===== config.mk =====
export PLATFORM = sky130hd
export DESIGN_NAME = gmii_tx_framer
export DESIGN_NICKNAME = d
export VERILOG_FILES = /design/src/rtl/eth_tx_pkg.sv /design/src/rtl/crc32_d8.sv /design/src/rtl/gmii_tx_framer.sv
export SDC_FILE = /design/constraint.sdc
export NUM_CORES = 1
export LEC_CHECK = 0
export ABC_AREA = 0
export BUFFER_PORTS_ARGS = -buffer_cell sky130_fd_sc_hd__buf_2
export CELL_PAD_IN_SITES_DETAIL_PLACEMENT = 1
export CELL_PAD_IN_SITES_GLOBAL_PLACEMENT = 1
export CORE_ASPECT_RATIO = 2
export CORE_MARGIN = 8
export CORE_UTILIZATION = 47
export CTS_BUF_LIST = sky130_fd_sc_hd__clkbuf_16
export DETAILED_ROUTE_END_ITERATION = 10
export PLACE_DENSITY_LB_ADDON = 0.1
export SLEW_MARGIN = 20
export SYNTH_ARGS = -nofsm -noshare
export SYNTH_HDL_FRONTEND = slang
export SYNTH_HIERARCHICAL = 1
export SYNTH_SLANG_ARGS = --single-unit

===== constraint.sdc =====
create_clock -name gmii_tx_clk -period 4.5 [get_ports gmii_tx_clk]
set_input_delay 0.45 -clock gmii_tx_clk [delete_from_list [all_inputs] [get_ports gmii_tx_clk]]
set_output_delay 0.45 -clock gmii_tx_clk [all_outputs]
set_load 0.03 [all_outputs]

===== src/rtl/eth_tx_pkg.sv =====
// eth_tx_pkg: shared state encoding and Ethernet/CRC32 constants for the GMII transmit framer
package eth_tx_pkg;
    typedef enum logic [2:0] {IDLE, PREAMBLE, SFD, DATA, PAD, FCS, IFG} tx_state_t;
    localparam logic [7:0]  ETH_PREAMBLE    = 8'h55;
    localparam logic [7:0]  ETH_SFD         = 8'hD5;
    localparam logic [31:0] CRC32_POLY_REFL = 32'hEDB88320;
    localparam logic [31:0] CRC32_INIT      = 32'hFFFFFFFF;
    localparam logic [31:0] CRC32_RESIDUE   = 32'hDEBB20E3;
endpackage


===== src/rtl/crc32_d8.sv =====
// crc32_d8: one byte step of the reflected IEEE 802.3 CRC32 (i_crc current, i_data byte LSB first, o_crc next)
module crc32_d8
    import eth_tx_pkg::*;
(
    input  logic [31:0] i_crc,
    input  logic [7:0]  i_data,
    output logic [31:0] o_crc
);
    always_comb begin
        o_crc = i_crc ^ {24'h0, i_data};
        for (int i = 0; i < 8; i++) o_crc = o_crc[0] ? (o_crc >> 1) ^ CRC32_POLY_REFL : o_crc >> 1;
    end
endmodule


===== src/rtl/gmii_tx_framer.sv =====
// gmii_tx_framer: valid/ready/last byte stream to GMII frame with preamble, SFD, pad, FCS and IFG
// gmii_tx_clk/reset: clock, async active-high reset; s_data/s_valid/s_last/s_ready: payload stream
// gmii_txd/gmii_txen/gmii_txer: GMII transmit; tx_busy: not idle; frame_done/underflow: status pulses
module gmii_tx_framer
    import eth_tx_pkg::*;
#(
    parameter int PREAMBLE_LEN = 7,
    parameter int MIN_FRAME    = 60,
    parameter int IFG_CYCLES   = 12
) (
    input  logic       gmii_tx_clk,
    input  logic       reset,
    input  logic [7:0] s_data,
    input  logic       s_valid,
    input  logic       s_last,
    output logic       s_ready,
    output logic [7:0] gmii_txd,
    output logic       gmii_txen,
    output logic       gmii_txer,
    output logic       tx_busy,
    output logic       frame_done,
    output logic       underflow
);
    localparam logic [15:0] PRE_LAST = 16'(PREAMBLE_LEN - 1);
    // the IDLE cycle before the next preamble supplies one idle cycle of the gap
    localparam logic [15:0] IFG_LAST = 16'(IFG_CYCLES - 2);
    localparam logic [10:0] MIN_LEN  = 11'(MIN_FRAME);

    tx_state_t   r_state;
    logic [15:0] r_cnt;
    logic [10:0] r_byte_cnt;
    logic [31:0] r_crc;
    logic [7:0]  r_txd;
    logic        r_txen, r_txer, r_done, r_unf;
    logic [31:0] w_crc;
    logic [7:0]  w_crc_data;
    logic [10:0] w_cnt_inc;

    assign s_ready    = (r_state == DATA);
    assign tx_busy    = (r_state != IDLE);
    assign w_crc_data = (r_state == DATA) ? s_data : 8'h00;
    assign w_cnt_inc  = &r_byte_cnt ? r_byte_cnt : r_byte_cnt + 11'd1;

    crc32_d8 u_crc (.i_crc(r_crc), .i_data(w_crc_data), .o_crc(w_crc));

    // first pipeline stage: state machine picks the byte and its qualifiers
    always_ff @(posedge gmii_tx_clk or posedge reset) begin
        if (reset) begin
            r_state    <= IDLE;
            r_cnt      <= '0;
            r_byte_cnt <= '0;
            r_crc      <= CRC32_INIT;
            r_txd      <= '0;
            r_txen     <= 1'b0;
            r_txer     <= 1'b0;
            r_done     <= 1'b0;
            r_unf      <= 1'b0;
        end else begin
            r_txd  <= 8'h00;
            r_txen <= 1'b0;
            r_txer <= 1'b0;
            r_done <= 1'b0;
            r_unf  <= 1'b0;
            case (r_state)
                IDLE: begin
                    r_cnt <= '0;
                    if (s_valid) r_state <= PREAMBLE;
                end
                PREAMBLE: begin
                    r_txd  <= ETH_PREAMBLE;
                    r_txen <= 1'b1;
                    r_cnt  <= r_cnt + 16'd1;
                    if (r_cnt == PRE_LAST) r_state <= SFD;
                end
                SFD: begin
                    r_txd      <= ETH_SFD;
                    r_txen     <= 1'b1;
                    r_crc      <= CRC32_INIT;
                    r_byte_cnt <= '0;
                    r_state    <= DATA;
                end
                DATA: begin
                    r_txen <= 1'b1;
                    r_cnt  <= '0;
                    if (s_valid) begin
                        r_txd      <= s_data;
                        r_crc      <= w_crc;
                        r_byte_cnt <= w_cnt_inc;
                        if (s_last) r_state <= (w_cnt_inc < MIN_LEN) ? PAD : FCS;
                    end else begin
                        r_txer <= 1'b1;
                        r_unf  <= 1'b1;
                    end
                end
                PAD: begin
                    r_txen     <= 1'b1;
                    r_crc      <= w_crc;
                    r_byte_cnt <= w_cnt_inc;
                    if (w_cnt_inc == MIN_LEN) r_state <= FCS;
                end
                FCS: begin
                    r_txd  <= ~r_crc[{r_cnt[1:0], 3'b000} +: 8];
                    r_txen <= 1'b1;
                    r_cnt  <= r_cnt + 16'd1;
                    if (r_cnt[1:0] == 2'd3) begin
                        r_done  <= 1'b1;
                        r_cnt   <= '0;
                        r_state <= (IFG_CYCLES > 1) ? IFG : IDLE;
                    end
                end
                IFG: begin
                    r_cnt <= r_cnt + 16'd1;
                    if (r_cnt == IFG_LAST) r_state <= IDLE;
                end
                default: r_state <= IDLE;
            endcase
        end
    end

    always_ff @(posedge gmii_tx_clk or posedge reset) begin
        if (reset) begin
            {gmii_txd, gmii_txen, gmii_txer, frame_done, underflow} <= '0;
        end else begin
            gmii_txd   <= r_txd;
            gmii_txen  <= r_txen;
            gmii_txer  <= r_txer;
            frame_done <= r_done;
            underflow  <= r_unf;
        end
    end
endmodule


==> results by group, run 1 <==
Status
  • Status: completed

GRT
  • Overflow after GRT: 0
  • Top Usage Layer GRT: met2
  • GR Layer Usage met2: 0.371
  • Antenna violations before repair: 0
  • GR met1 Demand/Resource: 0.192
  • GRT met3 Usage: 0.0385
  • First-pass GRT wire length: 22,500 um
  • Largest net degree at the start of global routing: 49
  • Total track usage: 0.193
  • Number of global-route vias before repair: 4,116

CTS
  • Hold_buf cts: 0
  • CTS root buf: clkbuf_16
  • # Post-CTS Setup Buffers: 0
  • Htree depth: 3
  • Longest Clk Path Bufs: 2
  • Clock Pin Slew Worst Setup and Hold Paths: 0.06 ns
  • Clock Latency Late Sink: 0.35 ns
  • Post-CTS sizing: 0
  • Sink Count: 84
  • Total CTS buffers: 9
  • CTS tree: done

Timing
  • RSZ-0062 raised after global routing: false
  • Fmax achieved: 332 MHz
  • Max Transition Viols Final: 0
  • Slew @ Worst Pin: 0.885 ns
  • Final Hold Viols: 0
  • Final setup vio count: 0
  • Final WS setup: 1.49 ns
  • Final Cycle Share: 0.669
  • Slew headroom: 0.410
  • Fin Setup TNS: 0 ns
  • Clk_skew: 0.00559 ns
  • Final min period: 3.01 ns

Routing
  • Starting DRT DRC Count: 107
  • DR WL/cell: 21.9 um
  • First-pass detailed-route iteration total: 4
  • Drt total wl: 13,600 um
  • Post-route DRC violation count: 0
  • Via density: 5.95
  • Via count: 3,684
  • Number of routed nets with antenna violations: 0

Critical path
  • Critical path capture point type: register
  • Crit path cell chain: buf_4 > nand2_1 > nor2_1 > and2_1 > xor2_1 > xnor3_2 > xor3_1 > o22a_1
  • Arr. time, crit path: 3.29 ns
  • Worst Path Max Fanout: 21
  • Kind of critical path: reg -> reg
  • CP max stage delay: 0.54 ns
  • Worst r2r dst: r_crc[21]$_DFFE_PP1P_
  • CP startpoint kind: register
  • Critical Path RT: 4.78 ns
  • CP max stage cell: xnor3_2
  • R2R Setup Slk: 1.49 ns
  • Reg2reg path depth: 8
  • Reg2reg start: r_state[1]$_DFFE_PP0P_

Floorplan
  • Core area: 0.0109 mm^2
  • Row count: 54
  • Ports: 26
  • Die H: 165 um
  • Die span in x: 90.5 um
  • Die area: 0.0149 mm^2
  • Initial Util: 0.480

Power and ir drop
  • Leakage: 2.45 nW
  • PD cells: 906 mW/mm^2
  • Peak VDD IR: 0.516 mV
  • Tot Pwr: 0.00522 W

Placement
  • Number of buffers added on ports: 25
  • Gpl congestion: 0.837
  • Post-Place Setup Slack: 1.50 ns
  • Hpwl dp: 10,100 um

Cells and area
  • Antenna diodes: 0
  • Fillers: 1,181
  • Share of post-route cells with drive strength above 1: 0.255
  • Synth-to-Final Area Change: 10.4%
  • Multi-input combinational cell area: 0.00289 mm^2
  • Most common cell after layout, fill and taps aside: dfrtp_1
  • Leading cell types in the layout, fill and taps excluded: dfrtp_1, nand2_1, o22a_1, dfstp_2, nor2_1
  • # nets final: 492
  • Seq. cell area: 0.00214 mm^2

Flow run
  • Max_cap viols: 0

Min path
  • Hold/Removal Path Class: in -> async

Yosys
  • Share of flip-flops with an asynchronous set or reset: 1.00
  • Most used DFF post-synth: dfrtp_1
  • Seq/Total Area, Yosys: 0.410
  • Seq cells post-synth: 84
  • YS warnings: 6
  • Number of flops mapped to enable cells by yosys: 0
  • Cell variety after synth: 67
  • Netlist Area Pre-Place: 0.00522 mm^2
  • Net Count, Synth: 476
  • Post-Syn Instances: 458
  • Synth Area per Inst: 11.4 um^2
## cell families (layout without fill, tap and decap cells)
kind of cell,count (synthesis),after routing,share of synthesized area
buffers and inverters,36,57,0.0379
XOR/XNOR,73,73,0.205
AO/OA/AOI/OAI,118,118,0.164
flip-flops,84,84,0.410
AND/OR/NAND/NOR,130,130,0.127
adder cells (fa/ha/maj),6,6,0.0144
multiplexers,11,11,0.0407
## cells in the mapped netlist (3+ instances only)
cell type	instances	area [um^2]
inv_1	8	30.0
dfstp_2	32	841
a21oi_1	18	90.1
xor3_1	8	190
o21ai_0	19	95.1
nand4_1	6	37.5
dfrtp_1	52	1300
o22a_1	33	289
o31ai_1	7	52.6
nor2_1	31	116
nor3_1	14	70.1
and4_1	3	26.3
xnor2_2	5	81.3
and2_1	15	93.8
xor2_1	15	131
xnor2_4	8	220
nand3_1	8	40.0
o22ai_1	3	18.8
buf_6	6	67.6
o211ai_1	4	30.0
nand2_1	34	128
buf_2	8	40.0
a31oi_1	5	31.3
ha_1	6	75.1
clkbuf_1	11	41.3
xnor2_1	28	245
mux4_2	8	180
xnor3_1	8	180
## worst max-delay path: cells and delay by family, from the launching register on
kind,cells,cell delay [ns]
simple gates,3,0.98
buf+inv,1,0.24
flops,1,0.33
compound gates,1,0.17
xor+xnor,3,1.21
## state kept, by name (all words and copies together), names as in the netlist
register	flops
frame_done	1
gmii_txd	8
gmii_txen	1
r_byte_cnt	11
r_cnt	16
r_crc	32
r_done	1
r_state	3
r_txd	8
r_txen	1
r_unf	1
underflow	1
## area by class of cell
class                      instances  share of cell area
tap                              140              0.0304
sequential                        84               0.371
timing repair buffer              32              0.0308
clock buffer                       9              0.0391
inverter                           9             0.00608
multi-input combinational        338               0.501
clock inverter                     7              0.0213
## per-layer routing
metal | part of all wire | wire, um | vias up
met4 | 0.034 | 463 | 0
met5 | 0 | 0 | -
met1 | 0.37 | 4980 | 1891
li1 | - | - | 1703
met2 | 0.57 | 7710 | 61
met3 | 0.031 | 418 | 29
## per-stage QoR
step | utilization | instance area, um^2 | cells | hold slack [ns]
floorplan | - | 5220 | 458 | 0.331
global placement | 0.498 | 5420 | 603 | 0.334
detailed placement | 0.498 | 5420 | 603 | 0.336
CTS | 0.530 | 5770 | 619 | 0.284
global route | 0.530 | 5770 | 619 | 0.314
finish | 0.530 | 5770 | 619 | 0.241
## report_power, final
part           switching (W)  leakage, nW  internal [W]  total (W)
combinational        0.00121         1.25       0.00166    0.00287
sequential          0.000330         1.03       0.00116    0.00149
clock               0.000323        0.163      0.000546   0.000870
## worst max-delay path by stage
stage | startpoint | end | slack, ns
6_report | r_state[1]$_DFFE_PP0P_ | r_crc[21]$_DFFE_PP1P_ | 1.49
5_1_grt | r_state[1]$_DFFE_PP0P_ | r_crc[21]$_DFFE_PP1P_ | 1.29
4_1_cts | r_state[1]$_DFFE_PP0P_ | r_crc[21]$_DFFE_PP1P_ | 1.48
3_5_place_dp | r_state[1]$_DFFE_PP0P_ | r_crc[21]$_DFFE_PP1P_ | 1.50
3_3_place_gp | r_state[1]$_DFFE_PP0P_ | r_crc[21]$_DFFE_PP1P_ | 1.68
2_1_floorplan | r_state[1]$_DFFE_PP0P_ | r_crc[21]$_DFFE_PP1P_ | 1.71
No activity file was read; power rests on OpenSTA's default activity.
==> run 2, diff against run 1 <==
Clock period 4.5 ns to 3.01 ns, I/O delays scaled along.
==> run 2 against run 1 <==
Wire length is 2.1% higher. Non-clock buffer count up 6. Final cell count is 0.97% higher. Sequential power rose by 45%. Via count about the same. Sequential cell count stayed put. Register-to-register slack got worse by 0.92 ns. Design area increased by 0.20%. Critical path depth is the same. Core utilization is 0.10 points higher. Critical endpoint is now r_crc[25]$_DFFE_PP1P_. Largest cell class unchanged. Largest power group unchanged.
==> results by group, run 2 (synthesis gave the netlist of run 1 again) <==
Status
  • Status: completed

Critical path
  • CP max stage delay: 0.51 ns (-0.03 ns)
  • Worst Path Max Fanout: 12 (-43%)
  • CP max stage cell: xor3_1
  • Critical path capture point type: register
  • CP startpoint kind: register
  • Most Frequent Cell on Critical Path: xnor2_4
  • Critical Path RT: 3.27 ns (-1.51 ns)
  • Crit path cell chain: nand2_1 > nor2_1 > buf_4 > and2_1 > xnor2_4 > xnor2_4 > xor3_1 > o22a_1
  • Arr. time, crit path: 2.71 ns (-0.58 ns)
  • Kind of critical path: reg -> reg

Timing
  • Final Hold Viols: 0 (unchanged)
  • Clk_skew: 0.00658 ns (+0.000987 ns)
  • Max Transition Viols Final: 0 (unchanged)
  • RSZ-0062 raised after global routing: false
  • Slew @ Worst Pin: 0.863 ns (-0.0218 ns)
  • Final Cycle Share: 0.813 (+0.143)
  • Fin Setup TNS: 0 ns (unchanged)
  • Slew headroom: 0.424 (+0.0139)
  • Fmax achieved: 409 MHz (+23%)
  • Final min period: 2.45 ns (-0.566 ns)
  • Final setup vio count: 0 (unchanged)

Routing
  • DR WL/cell: 22.2 um (+1.2%)
  • Number of routed nets with antenna violations: 0 (unchanged)
  • Post-route DRC violation count: 0 (unchanged)
  • Via count: 3,685 (+0.027%)
  • First-pass detailed-route iteration total: 4 (unchanged)
  • Drt total wl: 13,900 um (+2.1%)
  • Via density: 5.90 (-0.93%)
  • Starting DRT DRC Count: 131 (+22%)

Cells and area
  • Largest Register: r_crc
  • # nets final: 498 (+1.2%)
  • Top Registers: r_crc x32, r_cnt x16, r_byte_cnt x11
  • Leading cell types in the layout, fill and taps excluded: dfrtp_1, nand2_1, o22a_1, dfstp_2, nor2_1
  • Most common cell after layout, fill and taps aside: dfrtp_1
  • Antenna diodes: 0 (unchanged)
  • Share of post-route cells with drive strength above 1: 0.264 (+0.00922)
  • Final Instance Area: 0.00578 mm^2 (+0.20%)
  • Fillers: 1,153 (-2.4%)
  • Final core occ: 0.531 (+0.00103)
  • Synth-to-Final Area Change: 10.7%
  • Max reg flops: 32 (unchanged)

GRT
  • First-pass GRT wire length: 22,700 um (+1.1%)
  • Antenna violations before repair: 0 (unchanged)
  • Number of global-route vias before repair: 4,160 (+1.1%)
  • GRT met3 Usage: 0.0249 (-0.0136)
  • GR met1 Demand/Resource: 0.196 (+0.00334)
  • Overflow after GRT: 0 (unchanged)
  • Largest net degree at the start of global routing: 50 (+2.0%)
  • Top Usage Layer GRT: met2
  • GR Layer Usage met2: 0.377 (+0.00635)
  • Total track usage: 0.195 (+0.00133)

Power and ir drop
  • PD cells: 1330 mW/mm^2 (+47%)
  • Leakage: 2.47 nW (+0.91%)
  • Peak VDD IR: 0.841 mV (+63%)
  • Tot Pwr: 0.00769 W (+47%)

Floorplan
  • Row count: 54 (unchanged)
  • Initial Util: 0.480 (unchanged)
  • Ports: 26 (unchanged)
  • Die area: 0.0149 mm^2 (unchanged)
  • Die span in x: 90.5 um (unchanged)
  • Core area: 0.0109 mm^2 (unchanged)
  • Die H: 165 um (unchanged)

CTS
  • # Post-CTS Setup Buffers: 0 (unchanged)
  • Longest Clk Path Bufs: 2 (unchanged)
  • Sink Count: 84 (unchanged)
  • Hold_buf cts: 0 (unchanged)
  • Post-CTS sizing: 0 (unchanged)
  • Total CTS buffers: 9 (unchanged)
  • CTS root buf: clkbuf_16
  • Htree depth: 3 (unchanged)
  • CTS tree: done
  • Clock Pin Slew Worst Setup and Hold Paths: 0.07 ns (about the same)
  • Clock Latency Late Sink: 0.34 ns (about the same)

Placement
  • Hpwl dp: 10,500 um (+3.6%)
  • Gpl congestion: 0.825 (-1.4%)
  • Post-DP Area: 0.00548 mm^2 (+1.1%)
  • Number of buffers added on ports: 25 (unchanged)

Min path
  • Hold/Removal Path Class: in -> async

Flow run
  • Max_cap viols: 0 (unchanged)
run 2: changes by cell type in the layout (fill, tap and decap cells not counted), sizes merged:
cell      previous run  this run
buf                 32        38
bufinv               3         0
clkinv               1         4
clkinvlp             2         0
inv                 10        12
run 2: layout make-up:
class	instances	area, um^2	area share
Clock inverter	7	76.3	0.0132
Sequential cell	84	2140	0.371
Inverter	9	35.0	0.00606
Timing Repair Buffer	38	235	0.0407
Multi-Input combinational cell	338	2890	0.500
Tap cell	140	175	0.0303
Clock buffer	9	225	0.0390
run 2: power breakdown:
group | internal (W) | switching [W] | total (W)
sequential | 0.00173 | 0.000425 | 0.00216
clock | 0.000590 | 0.000523 | 0.00111
combinational | 0.00251 | 0.00191 | 0.00442
total | 0.00483 | 0.00286 | 0.00769
run 2: worst paths after layout:
check	start	endpoint	slack, ns	cells after the start
max in group asynchronous	reset	r_crc[29]$_DFFE_PP1P_	2.15	3
worst min-delay path	reset	underflow$_DFF_PP0_	0.11	2
worst max register to register	r_state[0]$_DFFE_PP0P_	r_crc[25]$_DFFE_PP1P_	0.56	8
worst min register to register	r_txd[7]$_DFF_PP0_	gmii_txd[7]$_DFF_PP0_	0.35	0
worst max-delay path	r_state[0]$_DFFE_PP0P_	r_crc[25]$_DFFE_PP1P_	0.56	8
min in group gmii_tx_clk	s_data[2]	r_txd[2]$_DFF_PP0_	0.29	3
run 2: stage by stage:
stage	setup WS, ns	hold slack [ns]	cells
floorplan	0.218	0.331	458
global placement	0.682	0.333	609
detailed placement	0.622	0.336	609
CTS	0.561	0.131	625
global route	0.430	0.174	625
finish	0.564	0.110	625
run 2: per-layer routing:
| metal | wire length, um | vias up |
|---|---|---|
| met2 | 7990 | 59 |
| met3 | 252 | 34 |
| li1 | - | 1705 |
| met1 | 5080 | 1887 |
| met5 | 0 | - |
| met4 | 548 | 0 |
run 2: worst max-delay path: cells and delay by family, from the launching register on:
family                 cells  cell delay [ns]
AO/OA/AOI/OAI              1             0.19
XOR/XNOR                   3             1.17
buffers and inverters      1             0.17
flip-flops                 1             0.39
AND/OR/NAND/NOR            3             0.45
==> run 3, diff against run 2 <==
Clock period 3.01 ns to 2.3 ns, I/O delays scaled along.
==> run 3 against run 2 <==
Setup slack worse by 0.50 ns. Combinational power up 39%. Sequential power up 30%. Clock skew up 0.0034 ns. Critical path type unchanged. Largest cell class unchanged. Critical path depth unchanged. Clock-buffer cell count unchanged. Total power up 36%.
==> results by group, run 3 (synthesis gave the netlist of run 1 again) <==
Status
  • Status: completed

Cells and area
  • Synth-to-Final Area Change: 15.9%
  • # nets final: 525 (+5.4%)
  • Max reg flops: 32 (unchanged)
  • Share of post-route cells with drive strength above 1: 0.314 (+0.0505)
  • Top Registers: r_crc x32, r_cnt x16, r_byte_cnt x11
  • Antenna diodes: 0 (unchanged)
  • Largest Register: r_crc
  • Most common cell after layout, fill and taps aside: dfrtp_1
  • Leading cell types in the layout, fill and taps excluded: dfrtp_1, buf_4, nand2_1, o22a_1, dfstp_2

Power and ir drop
  • PD cells: 1730 mW/mm^2 (+30%)
  • Tot Pwr: 0.0105 W (+36%)
  • Leakage: 2.61 nW (+5.9%)
  • P_sw: 0.00376 W (+31%)
  • Seq pwr share: 0.268 (-0.012)
  • Logic gate share of total power: 0.588 (+0.013)
  • Part of the power in the clock network: 0.144 (about the same)
  • Pint: 0.00671 W (+39%)
  • Peak VDD IR: 1.15 mV (+37%)
  • Switching part of the total: 0.359 (-0.0132)

Timing
  • Slew headroom: 0.555 (+0.131)
  • Final min period: 2.23 ns (-0.212 ns)
  • Final Hold Viols: 0 (unchanged)
  • Slew @ Worst Pin: 0.667 ns (-0.196 ns)
  • Max Transition Viols Final: 0 (unchanged)
  • Final Cycle Share: 0.971 (+0.159)
  • Fmax achieved: 448 MHz (+9.5%)
  • Clk_skew: 0.00997 ns (+0.00338 ns)
  • Fin Setup TNS: 0 ns (unchanged)
  • Final setup vio count: 0 (unchanged)

Routing
  • Starting DRT DRC Count: 193 (+47%)
  • Via density: 5.85 (-0.73%)
  • Post-route DRC violation count: 0 (unchanged)
  • DR WL/cell: 22.0 um (-0.89%)
  • Number of routed nets with antenna violations: 0 (unchanged)
  • Via count: 3,816 (+3.6%)
  • Drt total wl: 14,300 um (+3.4%)
  • First-pass detailed-route iteration total: 5 (+1)

CTS
  • Clock Latency Late Sink: 0.34 ns (about the same)
  • CTS root buf: clkbuf_16
  • Clock Pin Slew Worst Setup and Hold Paths: 0.07 ns (about the same)
  • Sink Count: 84 (unchanged)
  • Longest Clk Path Bufs: 2 (unchanged)
  • Total CTS buffers: 9 (unchanged)
  • CTS tree: done
  • Htree depth: 3 (unchanged)

Placement
  • Gpl congestion: 0.867 (+5.1%)
  • Hpwl dp: 10,800 um (+2.8%)
  • Number of buffers added on ports: 25 (unchanged)

Floorplan
  • Row count: 54 (unchanged)
  • Die span in x: 90.5 um (unchanged)
  • Die area: 0.0149 mm^2 (unchanged)
  • Ports: 26 (unchanged)
  • Die H: 165 um (unchanged)
  • Core area: 0.0109 mm^2 (unchanged)
  • Initial Util: 0.480 (unchanged)

GRT
  • Total track usage: 0.199 (+0.00419)
  • Overflow after GRT: 0 (unchanged)
  • First-pass GRT wire length: 23,200 um (+2.0%)
  • Antenna violations before repair: 0 (unchanged)
  • Number of global-route vias before repair: 4,221 (+1.5%)
  • Largest net degree at the start of global routing: 33 (-34%)

Critical path
  • Critical path capture point type: register
  • Kind of critical path: reg -> reg
  • Arr. time, crit path: 2.50 ns (-0.21 ns)
  • Critical Path RT: 2.57 ns (-0.70 ns)
  • Worst Path Max Fanout: 6 (-6)
  • Reg2reg path depth: 8 (unchanged)
  • Worst r2r dst: r_crc[27]$_DFFE_PP1P_
  • CP startpoint kind: register
  • Reg2reg start: r_state[1]$_DFFE_PP0P_
  • R2R Setup Slk: 0.07 ns (-0.50 ns)

Min path
  • Hold path depth: 3
  • Worst hold start: s_data[2]
  • Hold Path End: r_txd[2]$_DFF_PP0_
  • Hold/Removal Path Class: in -> reg

Flow run
  • Max_cap viols: 0 (unchanged)
-- run 3: cell types whose count changed in the layout (fill, tap and decap cells not counted), moves of 2 or more --
cell,change
and2_1,-3
and2_4,+2
buf_4,+25
clkinv_4,-2
clkinvlp_4,+3
inv_6,+3
inv_8,-3
-- run 3: worst max-delay path by stage --
| stage | from | end | cells after the start |
|---|---|---|---|
| finish | r_state[1]$_DFFE_PP0P_ | r_crc[27]$_DFFE_PP1P_ | 8 |
| global route | r_state[1]$_DFFE_PP0P_ | r_crc[27]$_DFFE_PP1P_ | 8 |
| CTS | r_state[1]$_DFFE_PP0P_ | r_crc[18]$_DFFE_PP1P_ | 8 |
| detailed placement | r_byte_cnt[1]$_DFFE_PP0P_ | r_state[0]$_DFFE_PP0P_ | 7 |
| global placement | r_byte_cnt[1]$_DFFE_PP0P_ | r_state[0]$_DFFE_PP0P_ | 7 |
| floorplan | r_state[1]$_DFFE_PP0P_ | r_crc[24]$_DFFE_PP1P_ | 9 |
-- run 3: critical path: stages, from the launching register on --
cell	delay (ns)
dfrtp_1	0.39
nand2_4	0.09
nor2_2	0.18
buf_4	0.19
and2_1	0.28
xnor2_4	0.16
xnor2_2	0.39
xnor3_1	0.31
o22a_1	0.18
-- run 3: final cells by class --
type                            count  area, um^2
Fill cell                        1142        4820
Inverter                            9        37.5
Clock buffer                        9         225
Sequential cell                    84        2140
Timing Repair Buffer               65         453
Tap cell                          140         175
Clock inverter                      7        80.1
Multi-Input combinational cell    338        2940
-- run 3: repair_timing --
item,4_1_cts,5_1_grt
gates resized for setup,1,5
buffers inserted,3,3
hold endpoints to repair,4,0
setup endpoints to repair,2,13
hold buffers,1,0
pin swaps,1,4
-- run 3: power groups by stage --
stage / registers (W) / logic (W) / clock network, W
after floorplan: 0.00266 / 0.00480 / 0
final: 0.00281 / 0.00616 / 0.00151
after global routing: 0.00286 / 0.00660 / 0.00159
after detailed placement: 0.00283 / 0.00599 / 0
after CTS: 0.00281 / 0.00613 / 0.00154
after global placement: 0.00279 / 0.00581 / 0
-- run 3: through the flow --
step / setup WS, ns / cell area, um^2 / utilization / std cells / hold WS (ns)
CTS: 0.0144 / 6010 / 0.552 / 649 / 0.201
floorplan: 0.0100 / 5270 / - / 458 / 0.331
detailed placement: -0.0281 / 5670 / 0.521 / 629 / 0.336
global route: -0.000905 / 6050 / 0.556 / 652 / 0.232
global placement: 0.0493 / 5670 / 0.521 / 629 / 0.332
finish: 0.0664 / 6050 / 0.556 / 652 / 0.209
-- run 3: layer usage --
| layer | share of wire | up-vias | GRT usage |
|---|---|---|---|
| met1 | 0.37 | 1954 | 0.198 |
| met5 | 0 | - | 0 |
| met3 | 0.024 | 33 | 0.0321 |
| li1 | - | 1761 | - |
| met2 | 0.57 | 68 | 0.382 |
| met4 | 0.038 | 0 | 0.109 |
